===== config.mk =====
export PLATFORM = sky130hd
export DESIGN_NAME = chk_run_ctrl_flat
export DESIGN_NICKNAME = d
export VERILOG_FILES = /design/src/rtl/chk_run_ctrl_if.sv /design/src/rtl/chk_run_ctrl.sv /design/src/flat_wrapper.sv
export SDC_FILE = /design/constraint.sdc
export NUM_CORES = 1
export LEC_CHECK = 0
export ABC_CLOCK_PERIOD_IN_PS = 4390
export BUFFER_PORTS_ARGS = -buffer_cell sky130_fd_sc_hd__buf_2
export CORE_MARGIN = 2
export CORE_UTILIZATION = 44
export CTS_CLUSTER_DIAMETER = 120
export DETAILED_ROUTE_END_ITERATION = 8
export GPL_TIMING_DRIVEN = 1
export PLACE_DENSITY_LB_ADDON = 0.25
export SYNTH_ARGS = -nofsm -noshare
export SYNTH_HDL_FRONTEND = slang
export SYNTH_SLANG_ARGS = --single-unit

===== constraint.sdc =====
create_clock -name clk_i -period 4.39 [get_ports clk_i]
set_input_delay 0.878 -clock clk_i [delete_from_list [all_inputs] [get_ports clk_i]]
set_output_delay 0.878 -clock clk_i [all_outputs]
set_load 0.01 [all_outputs]

===== src/rtl/chk_run_ctrl_if.sv =====
`default_nettype none
// +--------------------------------------------------------------------------+
// | chk_run_ctrl_if                                                          |
// | Control/report bundle between the WB registers, checker and run sequencer|
// | Revision: 1.0                                                            |
// +--------------------------------------------------------------------------+
// master = WB control registers plus the checker datapath.
// slave  = chk_run_ctrl.
// The optional first-error fields exist only when CHK_FIRST_ERR_EN is defined.
interface chk_run_ctrl_if #(
  parameter int RUN_LEN_W = 16,
  parameter int ERR_CNT_W = 16
);
  logic                 start_i;
  logic                 stop_i;
  logic [RUN_LEN_W-1:0] run_len_i;
  logic                 err_i;
  logic                 chk_clr_o;
  logic                 chk_en_o;
  logic                 busy_o;
  logic                 rpt_valid_o;
  logic                 rpt_ack_i;
  logic [ERR_CNT_W-1:0] rpt_err_cnt_o;
  logic [RUN_LEN_W-1:0] rpt_cycles_o;
  logic                 rpt_aborted_o;
`ifdef CHK_FIRST_ERR_EN
  logic                 rpt_first_vld_o;
  logic [RUN_LEN_W-1:0] rpt_first_err_o;
`endif

  modport master (
    output start_i, stop_i, run_len_i, err_i, rpt_ack_i,
    input  chk_clr_o, chk_en_o, busy_o, rpt_valid_o,
           rpt_err_cnt_o, rpt_cycles_o, rpt_aborted_o
`ifdef CHK_FIRST_ERR_EN
    , input rpt_first_vld_o, rpt_first_err_o
`endif
  );

  modport slave (
    input  start_i, stop_i, run_len_i, err_i, rpt_ack_i,
    output chk_clr_o, chk_en_o, busy_o, rpt_valid_o,
           rpt_err_cnt_o, rpt_cycles_o, rpt_aborted_o
`ifdef CHK_FIRST_ERR_EN
    , output rpt_first_vld_o, rpt_first_err_o
`endif
  );
endinterface
`default_nettype wire


===== src/rtl/chk_run_ctrl.sv =====
`default_nettype none
// +--------------------------------------------------------------------------+
// | chk_run_ctrl                                                             |
// | One checker run per start rising edge: clear, timed enable, error count, |
// | held report. Optional first-error capture via macro CHK_FIRST_ERR_EN.    |
// | Revision: 1.0                                                            |
// +--------------------------------------------------------------------------+
module chk_run_ctrl #(
  parameter int RUN_LEN_W  = 16,
  parameter int ERR_CNT_W  = 16,
  parameter int CLR_CYCLES = 4
) (
  input  wire logic     clk_i,
  input  wire logic     rst_i,
  chk_run_ctrl_if.slave bus
);

  localparam logic [1:0] ST_IDLE   = 2'd0;
  localparam logic [1:0] ST_CLEAR  = 2'd1;
  localparam logic [1:0] ST_RUN    = 2'd2;
  localparam logic [1:0] ST_REPORT = 2'd3;

  localparam int CLR_W = (CLR_CYCLES > 1) ? $clog2(CLR_CYCLES) : 1;

  localparam logic [CLR_W-1:0]     C_CLR_LAST = CLR_W'(CLR_CYCLES - 1);
  localparam logic [CLR_W-1:0]     C_CLR_ONE  = CLR_W'(1);
  localparam logic [RUN_LEN_W-1:0] C_RUN_ONE  = RUN_LEN_W'(1);
  localparam logic [ERR_CNT_W-1:0] C_ERR_ONE  = ERR_CNT_W'(1);
  localparam logic [ERR_CNT_W-1:0] C_ERR_MAX  = '1;

  logic [1:0]           state_q, state_d;
  logic [1:0]           start_hist_q;
  logic [RUN_LEN_W-1:0] run_len_q, run_len_d;
  logic [CLR_W-1:0]     clr_cnt_q, clr_cnt_d;
  logic [RUN_LEN_W-1:0] cyc_q, cyc_d;
  logic [ERR_CNT_W-1:0] err_cnt_q, err_cnt_d;
  logic                 aborted_q, aborted_d;
  logic                 chk_clr_q;
  logic                 chk_en_q;
  logic                 busy_q;
  logic                 rpt_valid_q;
  logic                 start_rise;
`ifdef CHK_FIRST_ERR_EN
  logic                 first_vld_q, first_vld_d;
  logic [RUN_LEN_W-1:0] first_err_q, first_err_d;
`endif

  // A level already high out of reset reads as a rise because the history clears to 0.
  assign start_rise = (start_hist_q == 2'b01);

  always_comb begin
    state_d   = state_q;
    run_len_d = run_len_q;
    clr_cnt_d = clr_cnt_q;
    cyc_d     = cyc_q;
    err_cnt_d = err_cnt_q;
    aborted_d = aborted_q;
`ifdef CHK_FIRST_ERR_EN
    first_vld_d = first_vld_q;
    first_err_d = first_err_q;
`endif
    case (state_q)
      ST_IDLE: begin
        if (start_rise) begin
          state_d   = ST_CLEAR;
          run_len_d = bus.run_len_i;
          clr_cnt_d = '0;
          cyc_d     = '0;
          err_cnt_d = '0;
          aborted_d = 1'b0;
`ifdef CHK_FIRST_ERR_EN
          first_vld_d = 1'b0;
          first_err_d = '0;
`endif
        end
      end
      ST_CLEAR: begin
        clr_cnt_d = clr_cnt_q + C_CLR_ONE;
        if (bus.stop_i) begin
          state_d   = ST_REPORT;
          aborted_d = 1'b1;
        end else if (clr_cnt_q == C_CLR_LAST) begin
          state_d = (run_len_q == '0) ? ST_REPORT : ST_RUN;
        end
      end
      ST_RUN: begin
        cyc_d = cyc_q + C_RUN_ONE;
        if (bus.err_i && (err_cnt_q != C_ERR_MAX)) begin
          err_cnt_d = err_cnt_q + C_ERR_ONE;
        end
`ifdef CHK_FIRST_ERR_EN
        if (bus.err_i && !first_vld_q) begin
          first_vld_d = 1'b1;
          first_err_d = cyc_q;
        end
`endif
        // Completion is tested first so a stop on the final cycle is not an abort.
        if (cyc_d == run_len_q) begin
          state_d = ST_REPORT;
        end else if (bus.stop_i) begin
          state_d   = ST_REPORT;
          aborted_d = 1'b1;
        end
      end
      ST_REPORT: begin
        if (bus.rpt_ack_i) begin
          state_d = ST_IDLE;
        end
      end
      default: begin
        state_d = ST_IDLE;
      end
    endcase
  end

  always_ff @(posedge clk_i or posedge rst_i) begin
    if (rst_i) begin
      state_q      <= ST_IDLE;
      start_hist_q <= 2'b00;
      run_len_q    <= '0;
      clr_cnt_q    <= '0;
      cyc_q        <= '0;
      err_cnt_q    <= '0;
      aborted_q    <= 1'b0;
      chk_clr_q    <= 1'b0;
      chk_en_q     <= 1'b0;
      busy_q       <= 1'b0;
      rpt_valid_q  <= 1'b0;
    end else begin
      state_q      <= state_d;
      start_hist_q <= {start_hist_q[0], bus.start_i};
      run_len_q    <= run_len_d;
      clr_cnt_q    <= clr_cnt_d;
      cyc_q        <= cyc_d;
      err_cnt_q    <= err_cnt_d;
      aborted_q    <= aborted_d;
      chk_clr_q    <= (state_d == ST_CLEAR);
      chk_en_q     <= (state_d == ST_RUN);
      busy_q       <= (state_d != ST_IDLE);
      rpt_valid_q  <= (state_d == ST_REPORT);
    end
  end

`ifdef CHK_FIRST_ERR_EN
  always_ff @(posedge clk_i or posedge rst_i) begin
    if (rst_i) begin
      first_vld_q <= 1'b0;
      first_err_q <= '0;
    end else begin
      first_vld_q <= first_vld_d;
      first_err_q <= first_err_d;
    end
  end

  assign bus.rpt_first_vld_o = first_vld_q;
  assign bus.rpt_first_err_o = first_err_q;
`endif

  assign bus.chk_clr_o     = chk_clr_q;
  assign bus.chk_en_o      = chk_en_q;
  assign bus.busy_o        = busy_q;
  assign bus.rpt_valid_o   = rpt_valid_q;
  assign bus.rpt_err_cnt_o = err_cnt_q;
  assign bus.rpt_cycles_o  = cyc_q;
  assign bus.rpt_aborted_o = aborted_q;

endmodule
`default_nettype wire


===== src/flat_wrapper.sv =====
// flat-port wrapper written by rule: the top's interface ports become plain ports
module chk_run_ctrl_flat 
#(
  parameter int RUN_LEN_W  = 16,
  parameter int ERR_CNT_W  = 16,
  parameter int CLR_CYCLES = 4
)
  (clk_i, rst_i, bus_start_i, bus_stop_i, bus_run_len_i, bus_err_i, bus_rpt_ack_i, bus_chk_clr_o, bus_chk_en_o, bus_busy_o, bus_rpt_valid_o, bus_rpt_err_cnt_o, bus_rpt_cycles_o, bus_rpt_aborted_o);
  chk_run_ctrl_if #(.RUN_LEN_W(RUN_LEN_W), .ERR_CNT_W(ERR_CNT_W)) bus_i ();
  input  wire logic clk_i;
  input  wire logic rst_i;
  input wire logic [$bits(bus_i.start_i)-1:0] bus_start_i;
  input wire logic [$bits(bus_i.stop_i)-1:0] bus_stop_i;
  input wire logic [$bits(bus_i.run_len_i)-1:0] bus_run_len_i;
  input wire logic [$bits(bus_i.err_i)-1:0] bus_err_i;
  input wire logic [$bits(bus_i.rpt_ack_i)-1:0] bus_rpt_ack_i;
  output wire logic [$bits(bus_i.chk_clr_o)-1:0] bus_chk_clr_o;
  output wire logic [$bits(bus_i.chk_en_o)-1:0] bus_chk_en_o;
  output wire logic [$bits(bus_i.busy_o)-1:0] bus_busy_o;
  output wire logic [$bits(bus_i.rpt_valid_o)-1:0] bus_rpt_valid_o;
  output wire logic [$bits(bus_i.rpt_err_cnt_o)-1:0] bus_rpt_err_cnt_o;
  output wire logic [$bits(bus_i.rpt_cycles_o)-1:0] bus_rpt_cycles_o;
  output wire logic [$bits(bus_i.rpt_aborted_o)-1:0] bus_rpt_aborted_o;
  assign bus_i.start_i = bus_start_i;
  assign bus_i.stop_i = bus_stop_i;
  assign bus_i.run_len_i = bus_run_len_i;
  assign bus_i.err_i = bus_err_i;
  assign bus_i.rpt_ack_i = bus_rpt_ack_i;
  assign bus_chk_clr_o = bus_i.chk_clr_o;
  assign bus_chk_en_o = bus_i.chk_en_o;
  assign bus_busy_o = bus_i.busy_o;
  assign bus_rpt_valid_o = bus_i.rpt_valid_o;
  assign bus_rpt_err_cnt_o = bus_i.rpt_err_cnt_o;
  assign bus_rpt_cycles_o = bus_i.rpt_cycles_o;
  assign bus_rpt_aborted_o = bus_i.rpt_aborted_o;
  chk_run_ctrl #(.RUN_LEN_W(RUN_LEN_W), .ERR_CNT_W(ERR_CNT_W), .CLR_CYCLES(CLR_CYCLES)) u_core (.clk_i(clk_i), .rst_i(rst_i), .bus(bus_i));
endmodule

==> results.ini <==
[global_routing]
use_met1 = 0.2848
grt-ovfl-total = 0
gr-usage-met2 = 0.3082
gr-usage-met3 = 0.05588
antenna_found_initial = 0
grtUsageTotal = 0.2052
grt_max_degree = 39
grt_pass1_wl_mm = 13.57
grt_pass1_vias = 2755
grt_busiest_layer = met2

[cells_and_area]
syn_to_final_growth_pct = 16.13
drive_above_1_share = 0.2476
final_util = 0.5208
n_fill_cell = 704
regArea_um2 = 1476
diodes = 0
final_nets = 445
multi_input_area_um2 = 1841

[clock_network]
clkSinkCount = 59
cts-hold-fix-buffers = 0
cts_resized = 0
cts_buffer_depth = 2
clk_pin_slew_ns = 0.07
cts_made_buffers = 9
clk_latency_ns = 0.34
cts_setup_buffers = 0
htreeDepth = 3
cts_root_buffer = clkbuf_8
cts_tree = yes

[floorplan]
die_h_um = 92.29
ios = 59
die-area_um2 = 8517
core_um2 = 7647
rows = 32
die_w_um = 92.29
start_util = 0.4485

[place]
gp_routability_congestion = 0.9009
port_buffers = 58
dp_hpwl_mm = 5.923
pre_cts_ws_ns = 1.412

[routing]
first_pass_iters = 5
vias_per_cell = 5.613
drc = 0
via_count = 2930
ant_nets = 0
drt-total-wl_mm = 8.240
drt-wirelength-per-cell_um = 15.79
drt_iter0_markers = 180

[timing]
fin_skew_ns = 0.006608
slew_viol_final = 0
setup_slack_ns = 1.424
max_slew_margin = 0.2597
rsz0062_at_grt = false
hold_violations = 0
tightest_slew_ns = 1.111
holdWs_ns = 0.4566
post-route-min-period_ns = 2.966
period_share = 0.6756
setup_viol = 0
max_clock_freq_ghz = 0.3372
fin_setup_tns_ns = 0

[logic_synthesis]
synth.top_cell.area_share = 0.4305
synthFlopType = dfrtp_1
synthesis.nets = 388
synth_top_cell_by_area = dfrtp_1
synthCells = 358
async_flop_share = 1.000
ys_types = 58
synth_area_leaders = dfrtp_1 (43%), mux2_2 (5.6%), xnor2_1 (5.4%)
synth-seq-cells = 59
yosys_warnings = 0
ys_seq_area_frac = 0.4305
avgSynthCellArea_um2 = 9.580
synth_edf_count = 0
synth_area_um2 = 3430

[pwr]
irDropWorstVdd_uv = 252.8
p_leak_nw = 1.777
power_density_nw_per_um2 = 520.8

[setup_path]
worstSetupEndpointType = flip-flop
worstPathArrival_ns = 3.21
reg2reg_depth = 7
path_class = reg2reg
critPathMaxFanout = 21
worstPathRequired_ns = 4.64
startpoint_type = flip-flop

[run]
cap_violations = 0

[min_path]
whs_path_depth = 0
hold_class = reg2reg

[run_status]
status = finished, final reports clean

-- flip-flops by register name, indices dropped and copies added, names as in the netlist --
register and count:
u_core.bus.chk_en_o 1, u_core.start_hist_q 2, u_core.bus.rpt_cycles_o 16, u_core.bus.busy_o 1, u_core.bus.rpt_valid_o 1, u_core.state_q 2, u_core.run_len_q 16, u_core.bus.rpt_err_cnt_o 16
u_core.bus.rpt_aborted_o 1, u_core.bus.chk_clr_o 1, u_core.clr_cnt_q 2
-- metrics by stage --
stage,std cells,instance area [um2],power [mW]
3_3_place_gp,506,3802,1.593
4_1_cts,522,3983,2.086
2_1_floorplan,358,3430,1.405
5_1_grt,522,3983,2.229
3_5_place_dp,506,3802,1.620
6_report,522,3983,2.074
-- area by class of cell --
class,count,share of cell area
Clock buffer,12,0.03896
Clock inverter,4,0.006283
Inverter,16,0.01508
Multi-Input combinational cell,270,0.4621
Sequential cell,59,0.3707
Tap cell,102,0.03205
Timing Repair Buffer,59,0.07477
-- where the power goes --
group / switching (mW) / total, mW / internal, mW
Clock: 0.224 / 0.458 / 0.234
Sequential: 0.159 / 0.841 / 0.681
Combinational: 0.422 / 0.775 / 0.353
Total: 0.806 / 2.07 / 1.27
-- synthesized netlist by cell type (all sizes together), types with 9 or more instances --
library cell / n
a21oi: 15
nor2: 33
xnor2: 22
clkbuf: 9
xor2: 9
mux2: 17
nand4: 9
nand2: 27
nand3: 14
dfrtp: 59
inv: 16
o21ai: 30
-- layout by cell type, fill, tap and decap left out, drive strengths merged, types with 3 or more instances in the layout --
master | Yosys | layout
or3 | 6 | 6
ha | 8 | 8
nand2 | 27 | 27
a21oi | 15 | 15
o21ai | 30 | 30
xnor2 | 22 | 22
nor4b | 3 | 3
a41oi | 3 | 3
buf | 4 | 59
clkbuf | 9 | 12
xor2 | 9 | 9
nor2b | 4 | 4
o31ai | 6 | 6
nor2 | 33 | 33
nand3b | 4 | 4
nand2b | 4 | 4
nor4 | 4 | 4
and4 | 3 | 3
a211oi | 5 | 5
o41ai | 3 | 3
nor3 | 8 | 8
dfrtp | 59 | 59
nand3 | 14 | 14
and3 | 3 | 3
inv | 16 | 16
nand4 | 9 | 9
and2 | 3 | 3
mux2 | 17 | 17
-- worst paths after layout --
check	start	endpoint	slack [ns]
min in group asynchronous	rst_i	u_core.run_len_q[5]	0.69
max in group asynchronous	rst_i	u_core.start_hist_q[0]	2.90
min reg2reg	u_core.start_hist_q[0]	u_core.start_hist_q[1]	0.46
max reg2reg	u_core.state_q[1]	u_core.bus.rpt_err_cnt_o[11]	1.42
min	u_core.start_hist_q[0]	u_core.start_hist_q[1]	0.46
max	u_core.state_q[1]	u_core.bus.rpt_err_cnt_o[11]	1.42
-- worst max-delay path, stage by stage (launching register included) --
cell,delay (ns)
dfrtp_1,0.44
inv_1,0.13
ha_1,0.25
nand3b_1,0.67
and2_1,0.63
nor3_1,0.36
a41oi_1,0.16
a211oi_1,0.22
-- metal layers --
metal  vias up  share of wire  wire length [um]
met5         -              0                 0
met1      1425           0.46              3809
li1       1405              -                 -
met2        87           0.46              3827
met3        13          0.055               454
met4         0          0.018               149
-- cell families after synthesis --
| group | Yosys count | synth area share |
|---|---|---|
| compound gates | 80 | 0.1492 |
| simple gates | 132 | 0.2116 |
| xor+xnor | 32 | 0.08793 |
| buf+inv | 29 | 0.03283 |
| mux | 18 | 0.05874 |
| fa+ha+maj | 8 | 0.02919 |
| flops | 59 | 0.4305 |
No activity file was read; power rests on OpenSTA's default activity.
